### config.mk
export PLATFORM = sky130hd
export DESIGN_NAME = pixel_out_stage
export DESIGN_NICKNAME = d
export VERILOG_FILES = /design/src/rtl/pixel_out_stage.sv
export SDC_FILE = /design/constraint.sdc
export NUM_CORES = 1
export LEC_CHECK = 0
export BUFFER_PORTS_ARGS = -buffer_cell sky130_fd_sc_hd__buf_2
export CORE_MARGIN = 2
export CORE_UTILIZATION = 35
export CTS_CLUSTER_DIAMETER = 150
export DETAILED_ROUTE_END_ITERATION = 8
export GPL_TIMING_DRIVEN = 0
export PLACE_DENSITY_LB_ADDON = 0.3
export SKIP_CTS_REPAIR_TIMING = 1
export SYNTH_ARGS = -nofsm -noshare
export SYNTH_HDL_FRONTEND = slang
export SYNTH_SLANG_ARGS = --single-unit
### constraint.sdc
create_clock -name clk -period 3.5 [get_ports clk]
set_input_delay 0.875 -clock clk [delete_from_list [all_inputs] [get_ports clk]]
set_output_delay 0.875 -clock clk [all_outputs]
set_load 0.02 [all_outputs]
### src/rtl/pixel_out_stage.sv
// -----------------------------------------------------------------------------
// pixel_out_stage
//
// Final stage of the pixel pipeline. It accepts processed pixels from upstream
// through a valid/ready handshake, buffers them in a small FIFO, and sends them
// out on a registered 8-bit bus to the downstream frame logger. The logger
// samples the bus on every clk.
//
// Frame sequencing:
//   IDLE   -- start pulse: clear the counters and the FIFO, then go to STREAM
//   STREAM -- accept pixels until IMG_W*IMG_H have been taken. Pop one FIFO
//             entry per clk whenever one is available. Leave on the edge that
//             emits the last pixel of the frame.
//   DONE   -- a single cycle. frame_done is high here. Return to IDLE.
//
// Parameters:
//   IMG_W, IMG_H  frame geometry (pixels per line, lines per frame)
//   FIFO_DEPTH    output FIFO entries; must be a power of two and >= 2
//
// Ports:
//   clk         single clock; all state changes on its rising edge
//   rst         synchronous reset, active high; wins over every other input
//   start       one-cycle pulse; starts a frame when the block is in IDLE
//   in_pix      upstream pixel
//   in_valid    in_pix is valid
//   in_ready    the block accepts in_pix this cycle
//   bus_out     registered output pixel
//   out_valid   bus_out carries a frame pixel this cycle
//   frame_done  one-cycle pulse in the cycle after the last pixel is emitted
//   busy        high in STREAM and DONE
//
// Build option:
//   BUS_IDLE_HOLD_EN  when defined, bus_out keeps the last emitted pixel while
//                     out_valid is low. When not defined, bus_out is driven to
//                     zero in those cycles.
// -----------------------------------------------------------------------------
module pixel_out_stage #(
    parameter int IMG_W      = 64,
    parameter int IMG_H      = 64,
    parameter int FIFO_DEPTH = 16
) (
    input  logic       clk,
    input  logic       rst,
    input  logic       start,
    input  logic [7:0] in_pix,
    input  logic       in_valid,
    output logic       in_ready,
    output logic [7:0] bus_out,
    output logic       out_valid,
    output logic       frame_done,
    output logic       busy
);

    localparam int NPIX  = IMG_W * IMG_H;
    localparam int CNT_W = $clog2(NPIX + 1);
    localparam int PTR_W = $clog2(FIFO_DEPTH);

    localparam logic [CNT_W-1:0] NPIX_C  = CNT_W'(NPIX);
    localparam logic [CNT_W-1:0] CNT_ONE = CNT_W'(1);
    localparam logic [PTR_W:0]   DEPTH_C = (PTR_W + 1)'(FIFO_DEPTH);
    localparam logic [PTR_W-1:0] PTR_ONE = PTR_W'(1);
    localparam logic [PTR_W:0]   OCC_ONE = (PTR_W + 1)'(1);

    localparam logic [1:0] S_IDLE   = 2'd0;
    localparam logic [1:0] S_STREAM = 2'd1;
    localparam logic [1:0] S_DONE   = 2'd2;

    logic [1:0]       state;
    logic [7:0]       mem [FIFO_DEPTH];
    logic [PTR_W-1:0] wr_ptr, rd_ptr;
    logic [PTR_W:0]   occ;
    logic [CNT_W-1:0] in_cnt, out_cnt;

    logic fifo_full, fifo_empty, push, pop, last_pop;

    assign fifo_full  = (occ == DEPTH_C);
    assign fifo_empty = (occ == '0);

    // When the FIFO is full, in_ready stays low even if a pop happens in the
    // same cycle. This keeps in_ready independent of the pop path.
    assign in_ready = (state == S_STREAM) && !fifo_full && (in_cnt < NPIX_C);
    assign push     = in_valid && in_ready;
    assign pop      = (state == S_STREAM) && !fifo_empty;
    assign last_pop = pop && (out_cnt == NPIX_C - CNT_ONE);

    assign busy       = (state != S_IDLE);
    assign frame_done = (state == S_DONE);

    // Frame state machine
    always_ff @(posedge clk) begin
        if (rst) begin
            state <= S_IDLE;
        end else begin
            case (state)
                S_IDLE:   if (start) state <= S_STREAM;
                S_STREAM: if (last_pop) state <= S_DONE;
                S_DONE:   state <= S_IDLE;
                default:  state <= S_IDLE;
            endcase
        end
    end

    // FIFO storage. It is not reset: an entry is only read after a push has
    // written it.
    always_ff @(posedge clk) begin
        if (push) mem[wr_ptr] <= in_pix;
    end

    // FIFO pointers, occupancy and frame counters. Push and pop can only
    // happen in STREAM, so the start clear below never races with them.
    always_ff @(posedge clk) begin
        if (rst || (state == S_IDLE && start)) begin
            wr_ptr  <= '0;
            rd_ptr  <= '0;
            occ     <= '0;
            in_cnt  <= '0;
            out_cnt <= '0;
        end else begin
            // Pointers are exactly PTR_W bits wide, so they wrap modulo the depth.
            if (push) wr_ptr <= wr_ptr + PTR_ONE;
            if (pop)  rd_ptr <= rd_ptr + PTR_ONE;

            case ({push, pop})
                2'b10:   occ <= occ + OCC_ONE;
                2'b01:   occ <= occ - OCC_ONE;
                default: occ <= occ;
            endcase

            // in_cnt saturates because in_ready is low once it reaches NPIX.
            if (push) in_cnt <= in_cnt + CNT_ONE;
            if (pop && out_cnt < NPIX_C) out_cnt <= out_cnt + CNT_ONE;
        end
    end

    // Output register. A pixel popped at edge k+1 is on the bus right after
    // that edge. This gives one cycle of latency from a push into an empty FIFO.
    always_ff @(posedge clk) begin
        if (rst) begin
            bus_out   <= 8'd0;
            out_valid <= 1'b0;
        end else if (pop) begin
            bus_out   <= mem[rd_ptr];
            out_valid <= 1'b1;
        end else begin
            out_valid <= 1'b0;
`ifdef BUS_IDLE_HOLD_EN
            bus_out   <= bus_out;
`else
            bus_out   <= 8'd0;
`endif
        end
    end

endmodule

Yosys cells after proc, flatten, opt, wreduce, memory -nomap -nowiden:

Memory sizes are Yosys's and may differ from the RTL's. A register that Yosys moved wholly into a read port is not among the register bits.
Index checks and enable logic that the tools add are counted.

* add/subtract/negate cells: 6
* multiply operators: 0
* divide/modulo/power cells: 0
* order comparisons: 2
* equality and inequality tests: 8
* shift operators: 0
* multiplexer cells: 7
* bitwise gates (word level): 1
* reductions and logical operators: 16

Operators with widths (count)
* 13-bit by 1-bit adder with 13-bit output (second input constant): 2
* 13-bit less-than comparator (second input constant): 2
* 13-bit by 12-bit equality test with 1-bit output (second input constant): 1
* 5-bit one-hot mux with 2 select lines: 1
* 4-bit by 1-bit adder with 4-bit output (second input constant): 2
* 1-bit logical AND: 7
* 5-bit by 1-bit adder with 5-bit output (second input constant): 1
* 5-bit equality test (second input constant): 1
* 5-bit logical NOT: 1
* 5-bit by 1-bit subtractor with 5-bit output (second input constant): 1
* 2-bit by 1-bit equality test with 1-bit output (second input constant): 2
* 2-bit equality test (second input constant): 2
* 2-bit two-way mux: 2
* 2-bit != test (second input constant): 2
* 2-bit one-hot mux with 2 select lines: 1
* 2-bit nonzero test: 2
* 1-bit two-way mux: 3
* 1-bit logical NOT: 2
* 2-bit logical NOT: 1
* 2-bit AND reduction: 1
* 2-bit OR reduction: 1
* 1-bit logical OR: 1
* 1-bit inverter: 1

* register bits after elaboration: 42
* bits in latches: 0
* RAM bits: 128
* memory bits (read-only): 0
* input bits: 12
* output and inout port bits: 12
* word-level logic and storage cells: 48
* memories: 1

Memory list
* mem: words 16, width 8, rd ports 1, clocked after memory_dff 1, write ports 1, RTL line 69 `logic [7:0] mem [FIFO_DEPTH];`

Depth between registers and ports, before layout:

* word-level depth: 7
* gate-level depth with buffers: 14
* depth with buffers taken out: 11

Worst setup path after synthesis:

OpenSTA, ideal clock, no wires.

* path type: input -> register
* start point: in in_valid
* end point: reg occ[4]
* setup time: 70 ps
* arrival time: 3069 ps
* data required time: 3430 ps
* setup slack: 361 ps
* stages: 13
* path buffers: 2
* cell sequence: inv_1 a211oi_4 buf_6 inv_1 ha_1 clkbuf_1 xor2_1 ha_1 a211o_1 a21oi_1 a211oi_1 or3_1 a21oi_1

* word-level cells in the longest chain between the ends: 3
* elaborated cells on any way between the ends: 5
* those cells by class: 2 x eq/ne; 1 x mux; 2 x reduce/logical

RTL lines
* from (decl): RTL line 46 `input logic in_valid,`
* 1-bit logical AND *: RTL line 82 `assign push = in_valid && in_ready;`
* 2-bit by 1-bit equality test with 1-bit output or 2-bit equality test (tied branches): RTL line 123 `case ({push, pop})`
* 5-bit one-hot mux with 2 select lines or 2-bit nonzero test (tied branches)
* to (signal assigned): RTL line 124 `2'b10: occ <= occ + OCC_ONE;`
* to (signal assigned): RTL line 125 `2'b01: occ <= occ - OCC_ONE;`
* to (decl): RTL line 71 `logic [PTR_W:0] occ;`

Every way passes the cells marked *; elsewhere a longest branch is shown, timed or not.
A chain may end at the register's enable or synchronous reset.

Worst setup path in the final report:

* start point: reg occ[0]
* end point: reg occ[4]

* elaborated cells on any way between the ends: 14
* those cells by class: 2 x add/sub; 3 x eq/ne; 1 x mux; 8 x reduce/logical

RTL lines
* 5-bit logical NOT *: RTL line 77 `assign fifo_empty = (occ == '0);`
* 1-bit logical NOT *: RTL line 83 `assign pop = (state == S_STREAM) && !fifo_empty;`
* 1-bit logical AND *: RTL line 83
* net pop: RTL line 74 `logic fifo_full, fifo_empty, push, pop, last_pop;`
* 2-bit by 1-bit equality test with 1-bit output or 2-bit equality test (tied branches): RTL line 123
* 5-bit one-hot mux with 2 select lines or 2-bit nonzero test (tied branches)

The timed path passes the listed nets; every way through them passes the cells marked *.

==> flow_summary.toml <==
[synthesis]
synth_top_area_share_pct = 54.0
ys_warn_count = 0
yosysSeqAreaShare_pct = 68.1
ys_seq_elements = 178
ys_types = 38
synth_top_area_cell = "edfxtp_1"
syn-instance-count = 455
synth_fp_nets = 478
ys_top_cells_by_area = "edfxtp_1 (54%), dfxtp_1 (14%), mux4_2 (10%)"
synth.cell_area_um2 = 7110
postSynthAreaPerCell_um2 = 15.6

[worst_setup_path]
reg2reg_to = "occ[4]"
r2r_slack_ns = 0.23
cp_data_required_time_ns = 3.86
cp_max_fo = 10
cp-start-kind = "flop"
r2r_start = "occ[0]"
cp-end-kind = "flop"
critPathKind = "reg2reg"
arrival_ns = 3.64
reg2reg_depth = 13

[detailed_routing]
via_per_inst = 4.92
final_antenna_net_count = 0
first_pass_iters = 4
routed_wl_mm = 13.9
drtIter0Drc = 237
drc = 0
vias = 3851
wl_per_cell_um = 17.8

[sta]
slew_violations = 0
slew_headroom_pct = 15.0
fin_worst_skew_ns = 0.0208
final-hold-violation-count = 0
finalCriticalPeriod_ns = 3.27
finalCritPeriodShare_pct = 93.5
holdWs_ns = 0.494
worst_pin_slew_ns = 1.27
setup_viol = 0
grt_setup_unrepaired = "false"
fmax_ghz = 0.306

[floorplanning]
start_util_pct = 35.4
die_h_um = 147
io-pin-count = 24
die_area_um2 = 21500
rows = 52
coreArea_um2 = 20100
dieWidth_um = 147

[power]
finalPower_w = 0.00428
ir_worst_vdd_mv = 0.240
p_leak_nw = 2.68
p_per_area_nw_per_um2 = 523

[clock_tree]
htree_levels = 4
cts_buffers = 17
cts_tree = "yes"
cts.reportedPaths.clkPinSlew_ns = 0.07
clock_latency_ns = 0.44
root_buffer = "clkbuf_16"
clock-sinks = 178
clockBufferDepth = 2

[grt]
grt_pass1_wl_mm = 21.6
grt_start_max_net_pins = 19
antenna_found_initial = 0
grtUsageTotal_pct = 13.6
grt_pass1_vias = 4002
grt-ovfl-total = 0

[layout]
nets = 522
drive_above_1_share_pct = 20.5
antenna_cells = 0
nFillCells = 1799
area_growth_pct = 15.0

[place]
port_buffers = 23
dpl.hpwl_mm = 9.22
gp_congestion = 0.758

[min_path]
hold_start = "in_cnt[12]"
hold_path.class = "reg2reg"
whs_endpoint = "in_cnt[12]"
min_path_cells = 2

[outcome]
outcome = "finished, final reports clean"

[flow_run]
cap_violations = 0
## cell type report
cell class,count,area (um2),area share [%]
flip-flops and latches,178,4840,59.2
multi-input cells,247,2150,26.3
clock buffers,17,425,5.20
well taps,270,338,4.13
clock inverters,15,158,1.93
repair buffers,25,130,1.59
plain buffers,22,100,1.22
inverters,8,30.0,0.367
## cell families after synthesis
logic type / count (synthesis) / share of synthesized area [%]
DFF: 178 / 68.1
and+or+nand+nor: 120 / 8.30
muxes: 51 / 12.8
AOI/OAI and AO/OA: 35 / 3.31
xor gates and xnor gates: 30 / 3.69
buffers and inverters: 30 / 1.83
adders and majority gates: 11 / 1.94
## cells in the mapped netlist (all sizes together)
library cell / instances
xor2: 21
clkbuf: 10
or3: 4
a31oi: 1
xnor2: 9
o22ai: 10
nand3: 5
dfxtp: 50
ha: 11
a22oi: 1
or3b: 1
a211o: 1
nor3b: 3
and3: 8
nor3: 8
nand2: 18
inv: 8
nand2b: 6
a21oi: 9
nor2b: 2
o21ai: 6
edfxtp: 128
a21o: 3
nand4b: 1
nor4: 3
nor2: 50
mux4: 32
nand4: 11
mux2i: 19
a211oi: 4
buf: 12
## metrics by stage
stage               cell area, um2  setup WS [ns]  instances  util, %  TNS (ns)
global placement              7560        -0.0147        748     37.6   -0.0147
global route                  8180         0.0345        782     40.7         0
CTS                           8150         0.0855        780     40.5         0
floorplan                     7110          0.361        455        -         0
detailed placement            7560        -0.0560        748     37.6   -0.0560
finish                        8180          0.227        782     40.7         0
## flip-flops by register name, indices dropped and copies added (netlist names)
register	flops
wr_ptr	4
mem	128
in_cnt	13
bus_out	8
out_valid	1
state	2
occ	5
rd_ptr	4
out_cnt	13
## report_power, final
group	switching [W]	total, W	internal [W]
combinational	0.0000871	0.000131	0.0000438
clock	0.000861	0.00188	0.00101
sequential	0.00000613	0.00227	0.00226
## layout by cell type (no fill, tap or decap), types with 3 or more instances in the layout
| cell | Yosys | layout |
|---|---|---|
| edfxtp_1 | 128 | 128 |
| mux2i_1 | 19 | 19 |
| nand4_1 | 11 | 11 |
| buf_4 | 1 | 3 |
| nor2_1 | 50 | 50 |
| nand2_1 | 18 | 18 |
| buf_1 | 5 | 5 |
| or3_1 | 4 | 4 |
| clkbuf_1 | 10 | 10 |
| a21oi_1 | 9 | 9 |
| nor3b_1 | 3 | 3 |
| mux4_2 | 32 | 32 |
| o22ai_1 | 10 | 10 |
| inv_1 | 7 | 7 |
| xnor2_1 | 9 | 9 |
| a21o_1 | 3 | 3 |
| inv_8 | 0 | 5 |
| clkbuf_16 | 0 | 17 |
| and3_1 | 8 | 8 |
| o21ai_0 | 6 | 6 |
| ha_1 | 11 | 11 |
| nand3_1 | 5 | 5 |
| dfxtp_1 | 50 | 50 |
| nor3_2 | 0 | 3 |
| xor2_1 | 21 | 21 |
| nor3_1 | 8 | 5 |
| buf_2 | 5 | 28 |
| inv_6 | 0 | 5 |
| nand2b_1 | 6 | 6 |
## critical path: stages (launching register included)
cell and delay (ns):
dfxtp_1 0.36, nor4_4 0.56, a21o_1 0.22, buf_4 0.17, inv_2 0.10, ha_1 0.22
clkbuf_1 0.21, xor2_1 0.19, ha_1 0.22, a211o_1 0.28, a21oi_1 0.16, a211oi_1 0.07
or3_1 0.32, a21oi_1 0.13
## routing by layer
layer / part of all wire, % / GRT usage [%] / vias to the layer above
li1: - / - / 1819
met1: 44 / 16.7 / 1952
met2: 51 / 23.6 / 65
met3: 3.8 / 3.22 / 15
met4: 1.4 / 4.66 / 0
met5: 0 / 0 / -
## how the worst max path moves through the flow
stage	from	endpoint	slack [ns]	cells past startpoint
floorplan	in_valid	occ[4]	0.36	13
global placement	in_valid	occ[4]	-0.01	14
detailed placement	in_valid	occ[4]	-0.06	14
CTS	state[0]	occ[4]	0.09	13
global route	occ[0]	occ[4]	0.03	13
finish	occ[0]	occ[4]	0.23	13
No activity file was read; power rests on OpenSTA's default activity.
